### config.mk
export PLATFORM = sky130hd
export DESIGN_NAME = gate_bist_seq_flat
export DESIGN_NICKNAME = d
export VERILOG_FILES = /design/src/rtl/gate_bist_seq_if.sv /design/src/rtl/gate_bist_seq.sv /design/src/flat_wrapper.sv
export SDC_FILE = /design/constraint.sdc
export NUM_CORES = 1
export LEC_CHECK = 0
export ABC_AREA = 1
export ABC_CLOCK_PERIOD_IN_PS = 2200
export BUFFER_PORTS_ARGS = -buffer_cell sky130_fd_sc_hd__buf_2
export CORE_AREA = 5 5 61 63
export DETAILED_ROUTE_END_ITERATION = 10
export DIE_AREA = 0 0 66 68
export PLACE_DENSITY = 0.83
export SLEW_MARGIN = 20
export SYNTH_ARGS = -nofsm -noshare
export SYNTH_HDL_FRONTEND = slang
export SYNTH_SLANG_ARGS = --single-unit
export TNS_END_PERCENT = 10
### constraint.sdc
create_clock -name clk -period 2.2 [get_ports clk]
set_input_delay 0.11 -clock clk [delete_from_list [all_inputs] [get_ports clk]]
set_output_delay 0.11 -clock clk [all_outputs]
set_load 0.01 [all_outputs]
### src/rtl/gate_bist_seq_if.sv
// Purpose: groups the BIST sequencer's run control, GATE drive/sample lines and result signals.
// Latency: none; this file holds wiring only.
// Backpressure: none; start is a level request that the sequencer samples only while idle.
interface gate_bist_seq_if #(
  parameter int CNT_W = 4
);
  logic             start;
  logic             in_1;
  logic             in_2;
  logic             in_3;
  logic             out_and;
  logic             out_or;
  logic             out_nand;
  logic             out_nor;
  logic             out_not;
  logic             out_buf;
  logic             out_exor;
  logic             busy;
  logic             done;
  logic             pass;
  logic [CNT_W-1:0] err_cnt;
  logic [2:0]       fail_vec;
  logic [6:0]       fail_mask;

  // Sequencer side: drives the GATE inputs and reports results.
  modport master (
    input  start, out_and, out_or, out_nand, out_nor, out_not, out_buf, out_exor,
    output in_1, in_2, in_3, busy, done, pass, err_cnt, fail_vec, fail_mask
  );

  // Environment side: requests runs, closes the loop through GATE, reads results.
  modport slave (
    output start, out_and, out_or, out_nand, out_nor, out_not, out_buf, out_exor,
    input  in_1, in_2, in_3, busy, done, pass, err_cnt, fail_vec, fail_mask
  );
endinterface

### src/rtl/gate_bist_seq.sv
// Purpose: self-test sequencer that walks all 8 GATE input vectors and checks the 7 outputs against golden values.
// Latency: done pulses 1+8*STEP_CYCLES clocks after start is accepted; busy is high for exactly 8*STEP_CYCLES clocks.
// Backpressure: none; start is ignored while a run is in progress and is never queued.
module gate_bist_seq #(
  parameter int STEP_CYCLES = 10,
  parameter int CNT_W       = 4
) (
  input  logic            clk,
  input  logic            rst_n,
  gate_bist_seq_if.master bus
);

  localparam int                STEP_W    = (STEP_CYCLES > 2) ? $clog2(STEP_CYCLES) : 1;
  localparam logic [STEP_W-1:0] STEP_LAST = STEP_W'(STEP_CYCLES - 1);
  localparam logic [CNT_W-1:0]  CNT_MAX   = '1;

  typedef enum logic [1:0] {
    ST_IDLE = 2'd0,
    ST_RUN  = 2'd1,
    ST_FIN  = 2'd2
  } state_t;

  state_t            state_q;
  logic [STEP_W-1:0] step_q;
  logic [2:0]        vec_q;      // vector currently driven: {in_3,in_2,in_1}
  logic              busy_q;
  logic              done_q;
  logic              pass_q;
  logic [CNT_W-1:0]  err_cnt_q;
  logic [2:0]        fail_vec_q;
  logic [6:0]        fail_mask_q;

  logic [6:0]        actual;
  logic [6:0]        golden;
  logic [6:0]        mask;
  logic              hit;

  // Golden response for the driven vector and per-bit mismatch; X/Z on the outputs registers as a mismatch.
  always_comb begin
    actual    = {bus.out_exor, bus.out_buf, bus.out_not, bus.out_nor,
                 bus.out_nand, bus.out_or, bus.out_and};
    golden    = '0;
    golden[0] = &vec_q;
    golden[1] = |vec_q;
    golden[2] = ~(&vec_q);
    golden[3] = ~(|vec_q);
    golden[4] = ~vec_q[0];
    golden[5] = vec_q[0];
    golden[6] = ^vec_q;
    mask      = actual ^ golden;
    hit       = (actual !== golden);
  end

  // Run sequencer: accepts start in idle, steps through vectors, compares in the last hold clock, reports in FIN.
  always_ff @(posedge clk) begin
    if (!rst_n) begin
      state_q     <= ST_IDLE;
      step_q      <= '0;
      vec_q       <= '0;
      busy_q      <= 1'b0;
      done_q      <= 1'b0;
      pass_q      <= 1'b0;
      err_cnt_q   <= '0;
      fail_vec_q  <= '0;
      fail_mask_q <= '0;
    end else begin
      case (state_q)
        ST_IDLE: begin
          done_q <= 1'b0;
          vec_q  <= '0;
          if (bus.start) begin
            state_q     <= ST_RUN;
            busy_q      <= 1'b1;
            step_q      <= '0;
            err_cnt_q   <= '0;
            fail_vec_q  <= '0;
            fail_mask_q <= '0;
            pass_q      <= 1'b0;
          end
        end
        ST_RUN: begin
          if (step_q == STEP_LAST) begin
            step_q <= '0;
            if (hit) begin
              if (err_cnt_q != CNT_MAX) begin
                err_cnt_q <= err_cnt_q + CNT_W'(1);
              end
              // A zero count means no earlier vector in this run has failed.
              if (err_cnt_q == '0) begin
                fail_vec_q  <= vec_q;
                fail_mask_q <= mask;
              end
            end
            if (vec_q == 3'd7) begin
              state_q <= ST_FIN;
              busy_q  <= 1'b0;
              done_q  <= 1'b1;
              vec_q   <= '0;
              pass_q  <= (err_cnt_q == '0) && !hit;
            end else begin
              vec_q <= vec_q + 3'd1;
            end
          end else begin
            step_q <= step_q + STEP_W'(1);
          end
        end
        ST_FIN: begin
          done_q  <= 1'b0;
          state_q <= ST_IDLE;
        end
        default: begin
          state_q <= ST_IDLE;
          busy_q  <= 1'b0;
          done_q  <= 1'b0;
          vec_q   <= '0;
        end
      endcase
    end
  end

  assign bus.in_1      = vec_q[0];
  assign bus.in_2      = vec_q[1];
  assign bus.in_3      = vec_q[2];
  assign bus.busy      = busy_q;
  assign bus.done      = done_q;
  assign bus.pass      = pass_q;
  assign bus.err_cnt   = err_cnt_q;
  assign bus.fail_vec  = fail_vec_q;
  assign bus.fail_mask = fail_mask_q;

endmodule

### src/flat_wrapper.sv
// flat-port wrapper written by rule: the top's interface ports become plain ports
module gate_bist_seq_flat 
#(
  parameter int STEP_CYCLES = 10,
  parameter int CNT_W       = 4
)
  (clk, rst_n, bus_start, bus_out_and, bus_out_or, bus_out_nand, bus_out_nor, bus_out_not, bus_out_buf, bus_out_exor, bus_in_1, bus_in_2, bus_in_3, bus_busy, bus_done, bus_pass, bus_err_cnt, bus_fail_vec, bus_fail_mask);
  gate_bist_seq_if #(.CNT_W(CNT_W)) bus_i ();
  input  logic clk;
  input  logic rst_n;
  input wire logic [$bits(bus_i.start)-1:0] bus_start;
  input wire logic [$bits(bus_i.out_and)-1:0] bus_out_and;
  input wire logic [$bits(bus_i.out_or)-1:0] bus_out_or;
  input wire logic [$bits(bus_i.out_nand)-1:0] bus_out_nand;
  input wire logic [$bits(bus_i.out_nor)-1:0] bus_out_nor;
  input wire logic [$bits(bus_i.out_not)-1:0] bus_out_not;
  input wire logic [$bits(bus_i.out_buf)-1:0] bus_out_buf;
  input wire logic [$bits(bus_i.out_exor)-1:0] bus_out_exor;
  output wire logic [$bits(bus_i.in_1)-1:0] bus_in_1;
  output wire logic [$bits(bus_i.in_2)-1:0] bus_in_2;
  output wire logic [$bits(bus_i.in_3)-1:0] bus_in_3;
  output wire logic [$bits(bus_i.busy)-1:0] bus_busy;
  output wire logic [$bits(bus_i.done)-1:0] bus_done;
  output wire logic [$bits(bus_i.pass)-1:0] bus_pass;
  output wire logic [$bits(bus_i.err_cnt)-1:0] bus_err_cnt;
  output wire logic [$bits(bus_i.fail_vec)-1:0] bus_fail_vec;
  output wire logic [$bits(bus_i.fail_mask)-1:0] bus_fail_mask;
  assign bus_i.start = bus_start;
  assign bus_i.out_and = bus_out_and;
  assign bus_i.out_or = bus_out_or;
  assign bus_i.out_nand = bus_out_nand;
  assign bus_i.out_nor = bus_out_nor;
  assign bus_i.out_not = bus_out_not;
  assign bus_i.out_buf = bus_out_buf;
  assign bus_i.out_exor = bus_out_exor;
  assign bus_in_1 = bus_i.in_1;
  assign bus_in_2 = bus_i.in_2;
  assign bus_in_3 = bus_i.in_3;
  assign bus_busy = bus_i.busy;
  assign bus_done = bus_i.done;
  assign bus_pass = bus_i.pass;
  assign bus_err_cnt = bus_i.err_cnt;
  assign bus_fail_vec = bus_i.fail_vec;
  assign bus_fail_mask = bus_i.fail_mask;
  gate_bist_seq #(.STEP_CYCLES(STEP_CYCLES), .CNT_W(CNT_W)) u_core (.clk(clk), .rst_n(rst_n), .bus(bus_i));
endmodule
==> results of run 1 <==
[power by group]
group          internal, mW  switching, mW
clock                 0.101          0.145
sequential            0.506         0.0250
combinational         0.101          0.163
total                 0.708          0.332
[worst reg2reg max path, cell delays in order (launching register included)]
cell     delay (ns)
dfxtp_1        0.46
inv_1          0.12
ha_1           0.33
inv_1          0.04
nand2_1        0.07
nand2_1        0.05
nand2_1        0.05
nand2_1        0.07
nor2_2         0.17
nand2_4        0.18
nand2_1        0.17
nand2_1        0.06
nand2_1        0.06
nor2_1         0.04
[Yosys cell counts]
master	n
nand2_4	2
dfxtp_1	26
nor3_1	2
nand2_1	55
inv_1	25
o21ai_0	6
a211oi_1	2
nand2_2	1
a21oi_1	23
o22ai_1	1
buf_1	1
nor2_2	2
or2_2	2
buf_2	1
a21oi_4	1
nand3_1	23
nor3b_1	1
xor2_1	1
clkinv_2	1
inv_2	1
ha_1	7
nor2_4	2
nand3b_1	1
nor2_1	29
buf_6	3
nand3_2	1
clkbuf_1	1
[how the worst max path moves through the flow]
stage | startpoint | end | cells past startpoint
6_report | u_core.vec_q[0] | u_core.bus.fail_vec[2] | 13
3_5_place_dp | u_core.vec_q[0] | u_core.bus.fail_vec[1] | 13
5_1_grt | u_core.vec_q[0] | u_core.bus.fail_vec[2] | 13
4_1_cts | u_core.vec_q[0] | u_core.bus.fail_vec[1] | 13
3_3_place_gp | u_core.vec_q[0] | u_core.bus.fail_vec[1] | 13
2_1_floorplan | u_core.vec_q[0] | u_core.bus.err_cnt[2] | 12
[through the flow]
stage,std cells,power [mW]
after floorplan,221,0.7398
after global placement,290,0.8023
after detailed placement,290,0.8069
after CTS,294,1.057
after global routing,294,1.113
final,294,1.041
[final cells by class]
type                       instances  area [um2]
clock buffer                       4       36.28
fill                             310        1496
inverter                          27       102.6
multi-input combinational        162       820.8
sequential                        26       520.5
tap                               46       57.56
timing repair buffer              29       145.1
[state kept, by name, indices dropped and copies added, names as in the netlist]
register,count
u_core.bus.fail_mask,7
u_core.vec_q,3
u_core.bus.pass,1
u_core.bus.err_cnt,4
u_core.step_q,4
u_core.state_q,2
u_core.bus.busy,1
u_core.bus.fail_vec,3
u_core.bus.done,1
[per-layer routing]
layer  share of wire, %  GRT usage [%]  vias up
li1                   -              -      758
met1                 44          19.00      610
met2                 47          26.03       39
met3                8.3          4.433        4
met4               0.75          2.284        0
met5                  0              0        -
[logic make-up after synthesis]
kind of cell,synth area share [%]
AOI/OAI and AO/OA,12.26
xor gates and xnor gates,0.5878
adders and majority gates,5.877
buffers and inverters,9.990
DFF,34.93
and+or+nand+nor,36.36
==> qor_table.md, run 1 <==
| Result | This run |
|---|---|
| Clock Root Buffer | clkbuf_4 |
| CTS resizes | 0 |
| Mean routed wirelength per cell | 10.37 um |
| Max-cap viol count | 0 |
| Peak supply drop | 279.9 uV |
| Critical path launch point type | flip-flop |
| Number of buffers inserted by port buffering | 29 |
| Syn avg cell area | 6.743 um2 |
| Die height | 68 um |
| Largest net degree at the start of global routing | 26 |
| Setup TNS | 0 ns |
| Flip-flop and latch count after synthesis | 26 |
| Setup slack after layout | 0.2667 ns |
| Final HPWL from detailed placement | 2331 um |
| Slowest-stage cell, CP | dfxtp_1 |
| Hold endpoint | u_core.state_q[0] |
| CP Max Fanout | 25 |
| Antenna violations before repair | 0 |
| Antenna Nets Post-Route | 0 |
| Worst r2r path cells | 13 |
| Slew HR | 67.07% |
| Worst hold path class | in -> reg |
| Global-route wire length before repair | 5299 um |
| Most used cells in the layout excluding fill and tap cells | nand2_1, nor2_1, buf_2 |
| Synth Net Count | 238 |
| Post-Syn Area | 1490 um2 |
| Clk pin slew, worst setup/hold paths | 0.14 ns |
| # clock sinks | 26 |
| Post-route clock period utilization | 87.88% |
| Effective utilization at floorplan | 46.87% |
| Delay contributed by the slowest stage of the critical path | 0.46 ns |
| Yosys Warn Count | 0 |
| Area of all placed cells without fillers | 1683 um2 |
| Vias after detailed routing | 1411 |
| Final setup vio count | 0 |
| # nets final | 266 |
| Total number of placement rows | 21 |
| Die area | 4488 um2 |
| Final design utilization | 52.93% |
| Number of buffers inserted by hold repair at cts | 0 |
| Register-to-register setup slack | 0.27 ns |
| Setup repair after global routing missed its margin | no |
| Ratio of cells with drive above 1 in the final layout | 18.55% |
| Fraction of synthesized cell area taken by the top area cell type | 34.93% |
| Period minus WS final | 1.933 ns |
| Pre-CTS setup slack | 0.2857 ns |
| Final worst hold slack | 0.07430 ns |
| Via count of the first global-routing pass | 1233 |
| Placed Area | 1647 um2 |
| Critical path's most frequent cell | nand2_1 |
| H-tree Lvls | 1 |
| Total congestion overflow after global routing | 0 |
| Post-synth top area cell | dfxtp_1 |
| Final Slew Violations | 0 |
| CTS buffer count | 3 |
| End of the worst register-to-register path | u_core.bus.fail_vec[2] |
| Cell family with most CP delay | simple AND/OR/NAND/NOR gates |
| Critical R2R Launch | u_core.vec_q[0] |
| Buffers plus inverters on the worst setup path | 2 |
| Number of placed I/O pins | 30 |
| Synthesis-to-layout area growth | 12.93% |
| Number of detailed-routing iterations run before antenna repair | 4 |
| Core area | 3179 um2 |
| Final Routed Wirelength | 3050 um |
| Number of endpoints with negative hold slack in the final report | 0 |
| Die Width | 66 um |
| Critical-path cell list | inv_1 > ha_1 > inv_1 > nand2_1 > nand2_1 > nand2_1 > nand2_1 > nor2_2 > nand2_4 > nand2_1 > nand2_1 > nand2_1 > nor2_1 |
| Instance count of the mapped netlist | 221 |
| Buffers inserted during post-CTS setup optimization | 0 |
| Critical path class | reg -> reg |
| Sequential area share after synthesis | 34.93% |
| Number of distinct library cells after synthesis | 27 |
| Required arrival time at the worst endpoint | 2.44 ns |
| Worst hold start | bus_start |
| Depth of the worst hold-timing path | 3 |
| Top cells by area, synth | dfxtp_1, nand2_1, a21oi_1, nand3_1, nor2_1 |
| Diodes inserted | 0 |
| Most common cell after layout, fill and taps aside | nand2_1 |
| Static leakage power | 0.8395 nW |
| Outcome | completed |
| Actual slew at the worst max-slew pin | 0.4887 ns |
| Worst-case clock buffer depth | 2 |
| Detailed-route DRC error count | 0 |
| Maximum clock frequency | 0.5173 GHz |
| Areal power density over the cells | 618.4 nW/um2 |
| Later-pin clock latency in the skew report | 0.32 ns |
| CTS tree | yes |
| GP Congestion | 0.8799 |
| Post-Route Skew | 0.002492 ns |
| First-iteration detailed-routing DRC count | 104 |
| Global Route Usage Sum | 15.06% |
| Mean number of vias per cell | 4.799 |
| Data arrival time of the worst path | 2.17 ns |
| Worst setup EP type | flip-flop |
Note: power is estimated with default switching activity, not from simulation.
==> inputs of run 2 (changes only) <==
--- a/config.mk
+++ b/config.mk
@@ -5,12 +5,11 @@
 export SDC_FILE = /design/constraint.sdc
 export NUM_CORES = 1
 export LEC_CHECK = 0
-export ABC_AREA = 1
 export ABC_CLOCK_PERIOD_IN_PS = 2200
 export BUFFER_PORTS_ARGS = -buffer_cell sky130_fd_sc_hd__buf_2
-export CORE_AREA = 5 5 61 63
+export CORE_AREA = 5 5 59 61
 export DETAILED_ROUTE_END_ITERATION = 10
-export DIE_AREA = 0 0 66 68
+export DIE_AREA = 0 0 64 66
 export PLACE_DENSITY = 0.83
 export SLEW_MARGIN = 20
 export SYNTH_ARGS = -nofsm -noshare
==> constraint.sdc (replaced) <==
create_clock -name clk -period 2.2 [get_ports clk]
set_input_delay 0.44 -clock clk [delete_from_list [all_inputs] [get_ports clk]]
set_output_delay 0.44 -clock clk [all_outputs]
set_load 0.01 [all_outputs]
==> qor_table.md, run 2 <==
| Result | This run | Change |
|---|---|---|
| Worst r2r path cells | 7 | -6 |
| CTS buffer count | 3 | unchanged |
| Library cell with the highest instance count after synthesis | dfxtp_1 |  |
| Delay contributed by the slowest stage of the critical path | 0.63 ns | +0.17 ns |
| Power share of the sequential group | 62.4% | +11 points |
| Final HPWL from detailed placement | 2347 um | +0.70% |
| Post-synth top area cell | dfxtp_1 |  |
| Antenna violations before repair | 0 | unchanged |
| Slew HR | 73.13% | +6.1 points |
| Ratio of cells with drive above 1 in the final layout | 29.08% | +11 points |
| Cell family with most CP delay | simple AND/OR/NAND/NOR gates |  |
| Global Route Usage Sum | 14.73% | -0.33 points |
| Switching power share of the total | 24.97% | -7.0 points |
| H-tree Lvls | 1 | unchanged |
| Final worst hold slack | 0.4174 ns | +0.3431 ns |
| Later-pin clock latency in the skew report | 0.31 ns | about the same |
| Required arrival time at the worst endpoint | 2.46 ns | +0.02 ns |
| Worst setup EP type | flip-flop |  |
| Synth Net Count | 175 | -26% |
| Period minus WS final | 2.132 ns | +0.1984 ns |
| Data arrival time of the worst path | 2.39 ns | +0.22 ns |
| Pint | 586.8 uW | -17% |
| Termination of the worst setup path | u_core.bus.err_cnt[0] |  |
| Post-Syn Area | 1384 um2 | -7.1% |
| Number of flip-flops in the largest register | 7 | unchanged |
| Effective utilization at floorplan | 47.26% | +0.39 points |
| Number of endpoints with negative hold slack in the final report | 0 | unchanged |
| Total number of placement rows | 20 | -4.8% |
| Number of placed I/O pins | 30 | unchanged |
| Core area | 2928 um2 | -7.9% |
| First-iteration detailed-routing DRC count | 46 | -56% |
| Max-cap viol count | 0 | unchanged |
| Die height | 66 um | -2.9% |
| Number of detailed-routing iterations run before antenna repair | 4 | unchanged |
| Clock Power Share | 24.8% | +1.2 points |
| Worst hold path class | in -> reg |  |
| GP Congestion | 0.8118 | -7.7% |
| # nets final | 215 | -19% |
| Leading post-synthesis cells by instance count | dfxtp_1, nor2_1, nand2_1 |  |
| Die Width | 64 um | -3.0% |
| Worst hold start | rst_n |  |
| Number of buffers inserted by hold repair at cts | 0 | unchanged |
| Final Routed Wirelength | 3032 um | -0.59% |
| Net switching power | 195.2 uW | -41% |
| Vias after detailed routing | 1260 | -11% |
| Worst setup path start | u_core.vec_q[0] |  |
| Largest net degree at the start of global routing | 14 | -46% |
| Most common cell after layout, fill and taps aside | buf_2 |  |
| Most used DFF post-synth | dfxtp_1 |  |
| Mean routed wirelength per cell | 13.24 um | +28% |
| Peak supply drop | 480.0 uV | +72% |
| Final Slew Violations | 0 | unchanged |
| End of the worst register-to-register path | u_core.bus.err_cnt[0] |  |
| Antenna Nets Post-Route | 0 | unchanged |
| Setup repair after global routing missed its margin | yes |  |
| Most used cells in the layout excluding fill and tap cells | buf_2, dfxtp_1, nor2_1 |  |
| Critical path launch point type | flip-flop |  |
| Register-to-register setup slack | 0.07 ns | -0.20 ns |
| Worst-case clock buffer depth | 2 | unchanged |
| Buffers plus inverters on the worst setup path | 1 | -1 |
| Levels on crit path | 7 | -6 |
| Clock Root Buffer | clkbuf_4 |  |
| Outcome | completed |  |
| # clock sinks | 26 | unchanged |
| Final setup vio count | 0 | unchanged |
| Yosys Warn Count | 0 | unchanged |
| Critical path class | reg -> reg |  |
| Total congestion overflow after global routing | 0 | unchanged |
| Sequential area share after synthesis | 37.61% | +2.7 points |
| Post-route clock period utilization | 96.89% | +9.0 points |
| Via count of the first global-routing pass | 1100 | -11% |
| Diodes inserted | 0 | unchanged |
| Number of distinct library cells after synthesis | 43 | +59% |
| Maximum clock frequency | 0.4691 GHz | -9.3% |
| Fraction of synthesized cell area taken by the top area cell type | 37.61% | +2.7 points |
| Die area | 4224 um2 | -5.9% |
| Actual slew at the worst max-slew pin | 0.4022 ns | -0.08654 ns |
| Areal power density over the cells | 467.5 nW/um2 | -24% |
| Critical-path cell list | inv_1 > ha_4 > xor2_2 > and4b_2 > o21a_1 > or4b_2 > o21ai_1 |  |
| Slowest-stage cell, CP | or4b_2 |  |
| Synthesis-to-layout area growth | 20.89% |  |
| Fraction of synthesis flops using an asynchronous set or reset pin | 0% | unchanged |
| Instance count of the mapped netlist | 158 | -29% |
| Setup TNS | 0 ns | unchanged |
| Post-Route Skew | 0.001759 ns | -0.0007336 ns |
| Number of buffers inserted by port buffering | 29 | unchanged |
| Static leakage power | 0.7503 nW | -11% |
| Part of the total power dissipated in combinational logic | 12.9% | -13 points |
| Syn avg cell area | 8.758 um2 | +30% |
| Clk pin slew, worst setup/hold paths | 0.13 ns | about the same |
| Detailed-route DRC error count | 0 | unchanged |
| Flip-flop and latch count after synthesis | 26 | unchanged |
| Critical R2R Launch | u_core.vec_q[0] |  |
| Number of enable-type register cells in the synthesized netlist | 0 | unchanged |
| CP Max Fanout | 6 | -76% |
| Top cells by area, synth | dfxtp_1, ha_1, a22o_1, nor2_1, a21oi_1 |  |
| CTS tree | yes |  |
| Global-route wire length before repair | 5030 um | -5.1% |
| Mean number of vias per cell | 5.502 | +15% |
run 2: cell types whose count changed in the layout (fill, tap and decap cells not counted), moves of 3 or more:
cell	delta
a22o_1	+8
inv_1	-18
o21ai_1	+3
nor2_1	-12
nor2b_1	+4
xnor2_1	+5
nand2_1	-43
a21oi_1	-13
nand3b_1	+3
a31oi_1	+3
nand3_1	-19
buf_4	+11
run 2: layout make-up:
class	instances	area [um2]
fill	258	1255
multi-input combinational	120	829.5
sequential	26	525.5
timing repair buffer	40	227.7
tap	33	41.29
inverter	7	26.28
clock buffer	3	22.52
run 2: repair_timing:
action                                  4_1_cts  5_1_grt
gates resized for setup                       0        5
endpoints found under the setup margin        0       10
buffers inserted                              0        1
run 2: how the worst min path moves through the flow:
stage	endpoint	slack (ns)	cells past startpoint
after detailed placement	u_core.bus.pass	0.45	2
after CTS	u_core.step_q[3]	0.40	3
final	u_core.step_q[3]	0.42	3
after global placement	u_core.bus.pass	0.45	2
after global routing	u_core.step_q[3]	0.40	3
after floorplan	u_core.step_q[3]	0.44	1
run 2: cell families (layout without fill, tap and decap cells):
kind of cell	after synthesis	count (layout)	share of synthesized area [%]
simple gates	60	60	23.51
compound gates	44	44	22.79
flops	26	26	37.61
buf+inv	12	50	4.068
xor+xnor	9	9	5.696
fa+ha+maj	7	7	6.329
run 2: routing by layer:
metal / GRT usage (%) / vias to the layer above / wire [um]
li1: - / 648 / -
met1: 19.83 / 571 / 1485
met2: 22.49 / 39 / 1307
met3: 4.932 / 2 / 220
met4: 3.636 / 0 / 19
met5: 0 / - / 0
run 2: stage by stage:
step,utilization (%),area (um2),setup slack [ns],instances,power [mW]
after global placement,55.90,1637,0.1298,225,0.5968
final,57.14,1673,0.06833,229,0.7820
after detailed placement,55.90,1637,0.05231,225,0.5981
after global routing,57.14,1673,-0.01636,229,0.8309
after floorplan,-,1405,0.004986,158,0.5584
after CTS,56.67,1659,0.02212,228,0.7945
run 2: power by group through the flow:
stage	registers (mW)	logic (mW)	clock network (mW)
after floorplan	0.501	0.0573	0
after global placement	0.499	0.0978	0
after detailed placement	0.500	0.0986	0
after CTS	0.489	0.0990	0.206
after global routing	0.490	0.112	0.229
final	0.488	0.101	0.194
run 2: worst register-to-register path, stage by stage, from the launching register on:
cell and delay [ns]:
dfxtp_4 0.38, inv_1 0.11, ha_4 0.22, xor2_2 0.19, and4b_2 0.22, o21a_1 0.18, or4b_2 0.63, o21ai_1 0.14
==> inputs of run 3 (changes only) <==
--- a/config.mk
+++ b/config.mk
@@ -5,8 +5,7 @@
 export SDC_FILE = /design/constraint.sdc
 export NUM_CORES = 1
 export LEC_CHECK = 0
-export ABC_CLOCK_PERIOD_IN_PS = 2200
-export BUFFER_PORTS_ARGS = -buffer_cell sky130_fd_sc_hd__buf_2
+export BUFFER_PORTS_ARGS = -buffer_cell sky130_fd_sc_hd__buf_4
 export CORE_AREA = 5 5 59 61
 export DETAILED_ROUTE_END_ITERATION = 10
 export DIE_AREA = 0 0 64 66
==> qor_table.md, run 3 (synthesized netlist as in run 2, its figures left out) <==
| Result | This run | Change |
|---|---|---|
| Number of flip-flops in the largest register | 7 | unchanged |
| Data arrival time of the worst path | 2.38 ns | about the same |
| Outcome | completed |  |
| Synthesis-to-layout area growth | 26.76% |  |
| Critical path class | reg -> reg |  |
| CTS tree | yes |  |
| Antenna Nets Post-Route | 0 | unchanged |
| Post-Route Skew | 0.01109 ns | +0.009334 ns |
| Clock Root Buffer | clkbuf_4 |  |
| Final HPWL from detailed placement | 2477 um | +5.5% |
| # clock sinks | 26 | unchanged |
| Setup slack after layout | 0.08714 ns | +0.01881 ns |
| Worst setup EP type | flip-flop |  |
| Effective utilization at floorplan | 47.26% | unchanged |
| Period minus WS final | 2.113 ns | -0.01881 ns |
| Slew HR | 70.48% | -2.6 points |
| Final setup vio count | 0 | unchanged |
| Mean routed wirelength per cell | 14.25 um | +7.6% |
| H-tree Lvls | 1 | unchanged |
| Max-cap viol count | 0 | unchanged |
| Critical path launch point type | flip-flop |  |
| Most common cell after layout, fill and taps aside | buf_4 |  |
| Non-filler cells, final | 228 | -0.44% |
| Pint | 632.1 uW | +7.7% |
| Pre-CTS setup slack | -0.001639 ns | -0.05395 ns |
| Ratio of cells with drive above 1 in the final layout | 28.72% | -0.36 points |
| Later-pin clock latency in the skew report | 0.33 ns | +0.02 ns |
| Most used cells in the layout excluding fill and tap cells | buf_4, dfxtp_1, nor2_1 |  |
| Number of detailed-routing iterations run before antenna repair | 6 | +2 |
| Part of the total power dissipated in combinational logic | 13.0% | about the same |
| Die height | 66 um | unchanged |
| Fillers | 274 | +6.2% |
| Final Routed Wirelength | 3249 um | +7.2% |
| CP Max Fanout | 4 | -2 |
| Global Route Usage Sum | 15.57% | +0.84 points |
| Static leakage power | 0.7589 nW | +1.1% |
| GP Congestion | 0.8549 | +5.3% |
| Number of buffers inserted by port buffering | 29 | unchanged |
| Worst hold path class | in -> reg |  |
| Number of buffers inserted by hold repair at cts | 0 | unchanged |
| Peak supply drop | 374.1 uV | -22% |
| Required arrival time at the worst endpoint | 2.47 ns | about the same |
| Maximum clock frequency | 0.4733 GHz | +0.89% |
| Clk pin slew, worst setup/hold paths | 0.14 ns | about the same |
| # nets final | 213 | -0.93% |
| Overall Power | 840.5 uW | +7.5% |
| Total congestion overflow after global routing | 0 | unchanged |
| Power share of the sequential group | 58.2% | -4.2 points |
| CTS buffer count | 3 | unchanged |
| Die Width | 64 um | unchanged |
| Final design utilization | 59.91% | +2.8 points |
| Net switching power | 208.4 uW | +6.7% |
| Count of placed standard cells including taps | 223 | -0.89% |
| Largest net degree at the start of global routing | 15 | +1 |
| Mean number of vias per cell | 5.820 | +5.8% |
| Antenna violations before repair | 0 | unchanged |
| Post-route clock period utilization | 96.04% | -0.86 points |
| Number of placed I/O pins | 30 | unchanged |
| Vias after detailed routing | 1327 | +5.3% |
| First-iteration detailed-routing DRC count | 68 | +48% |
| Actual slew at the worst max-slew pin | 0.4418 ns | +0.03963 ns |
| Core area | 2928 um2 | unchanged |
| Total number of placement rows | 20 | unchanged |
| Clock Power Share | 28.8% | +4.0 points |
| Number of endpoints with negative hold slack in the final report | 0 | unchanged |
| Switching power share of the total | 24.79% | -0.17 points |
| Final worst hold slack | 0.3997 ns | -0.01770 ns |
| Die area | 4224 um2 | unchanged |
| Diodes inserted | 0 | unchanged |
| Final Slew Violations | 0 | unchanged |
| Global-route wire length before repair | 5354 um | +6.4% |
| Areal power density over the cells | 479.1 nW/um2 | +2.5% |
| Worst-case clock buffer depth | 2 | unchanged |
| Detailed-route DRC error count | 0 | unchanged |
| Via count of the first global-routing pass | 1209 | +9.9% |
-- run 3: final timing paths --
| check | startpoint | end | slack [ns] | depth (start not counted) |
|---|---|---|---|---|
| hold / removal | rst_n | u_core.bus.fail_mask[3] | 0.40 | 2 |
| setup / recovery | u_core.vec_q[1] | u_core.bus.pass | 0.09 | 7 |
| hold reg to reg | u_core.bus.fail_mask[6] | u_core.bus.fail_mask[6] | 0.48 | 1 |
| setup reg to reg | u_core.vec_q[1] | u_core.bus.pass | 0.09 | 7 |
-- run 3: worst max-delay path, cell delays in order, from the launching register on --
cell,delay [ns]
dfxtp_2,0.36
ha_1,0.19
ha_1,0.18
or3b_1,0.42
a22oi_4,0.21
o211ai_2,0.16
or3_1,0.41
a21oi_1,0.14
-- run 3: what timing repair did --
item	CTS	global route
buffers inserted	0	1
pin swaps	0	3
resized for setup	1	5
setup endpoints to repair	1	10
-- run 3: layout make-up --
type                    count  area (um2)  share of cell area (%)
multi-input cells         120       842.1                   48.00
clock buffers               4       36.28                   2.068
repair buffers             38       285.3                   16.26
flip-flops and latches     26       523.0                   29.81
inverters                   7       26.28                   1.498
well taps                  33       41.29                   2.354
-- run 3: power by group through the flow --
stage | Clock (mW) | Sequential (mW) | Combinational (mW)
finish | 0.242 | 0.489 | 0.109
global route | 0.275 | 0.492 | 0.120
CTS | 0.250 | 0.489 | 0.106
detailed placement | 0 | 0.500 | 0.105
global placement | 0 | 0.499 | 0.102
floorplan | 0 | 0.501 | 0.0573
-- run 3: stage by stage --
stage	setup TNS, ns	cell area, um2
finish	0	1754
global route	-0.0008504	1754
CTS	0	1732
detailed placement	-0.001639	1694
global placement	0	1694
floorplan	0	1405
-- run 3: per-layer routing --
metal / GRT usage (%) / routed length, um / part of all wire [%] / vias up
met2: 26.76 / 1547 / 48 / 50
met4: 4.935 / 31 / 0.95 / 0
met3: 4.252 / 269 / 8.3 / 4
met5: 0 / 0 / 0 / -
li1: - / - / - / 639
met1: 18.65 / 1400 / 43 / 634
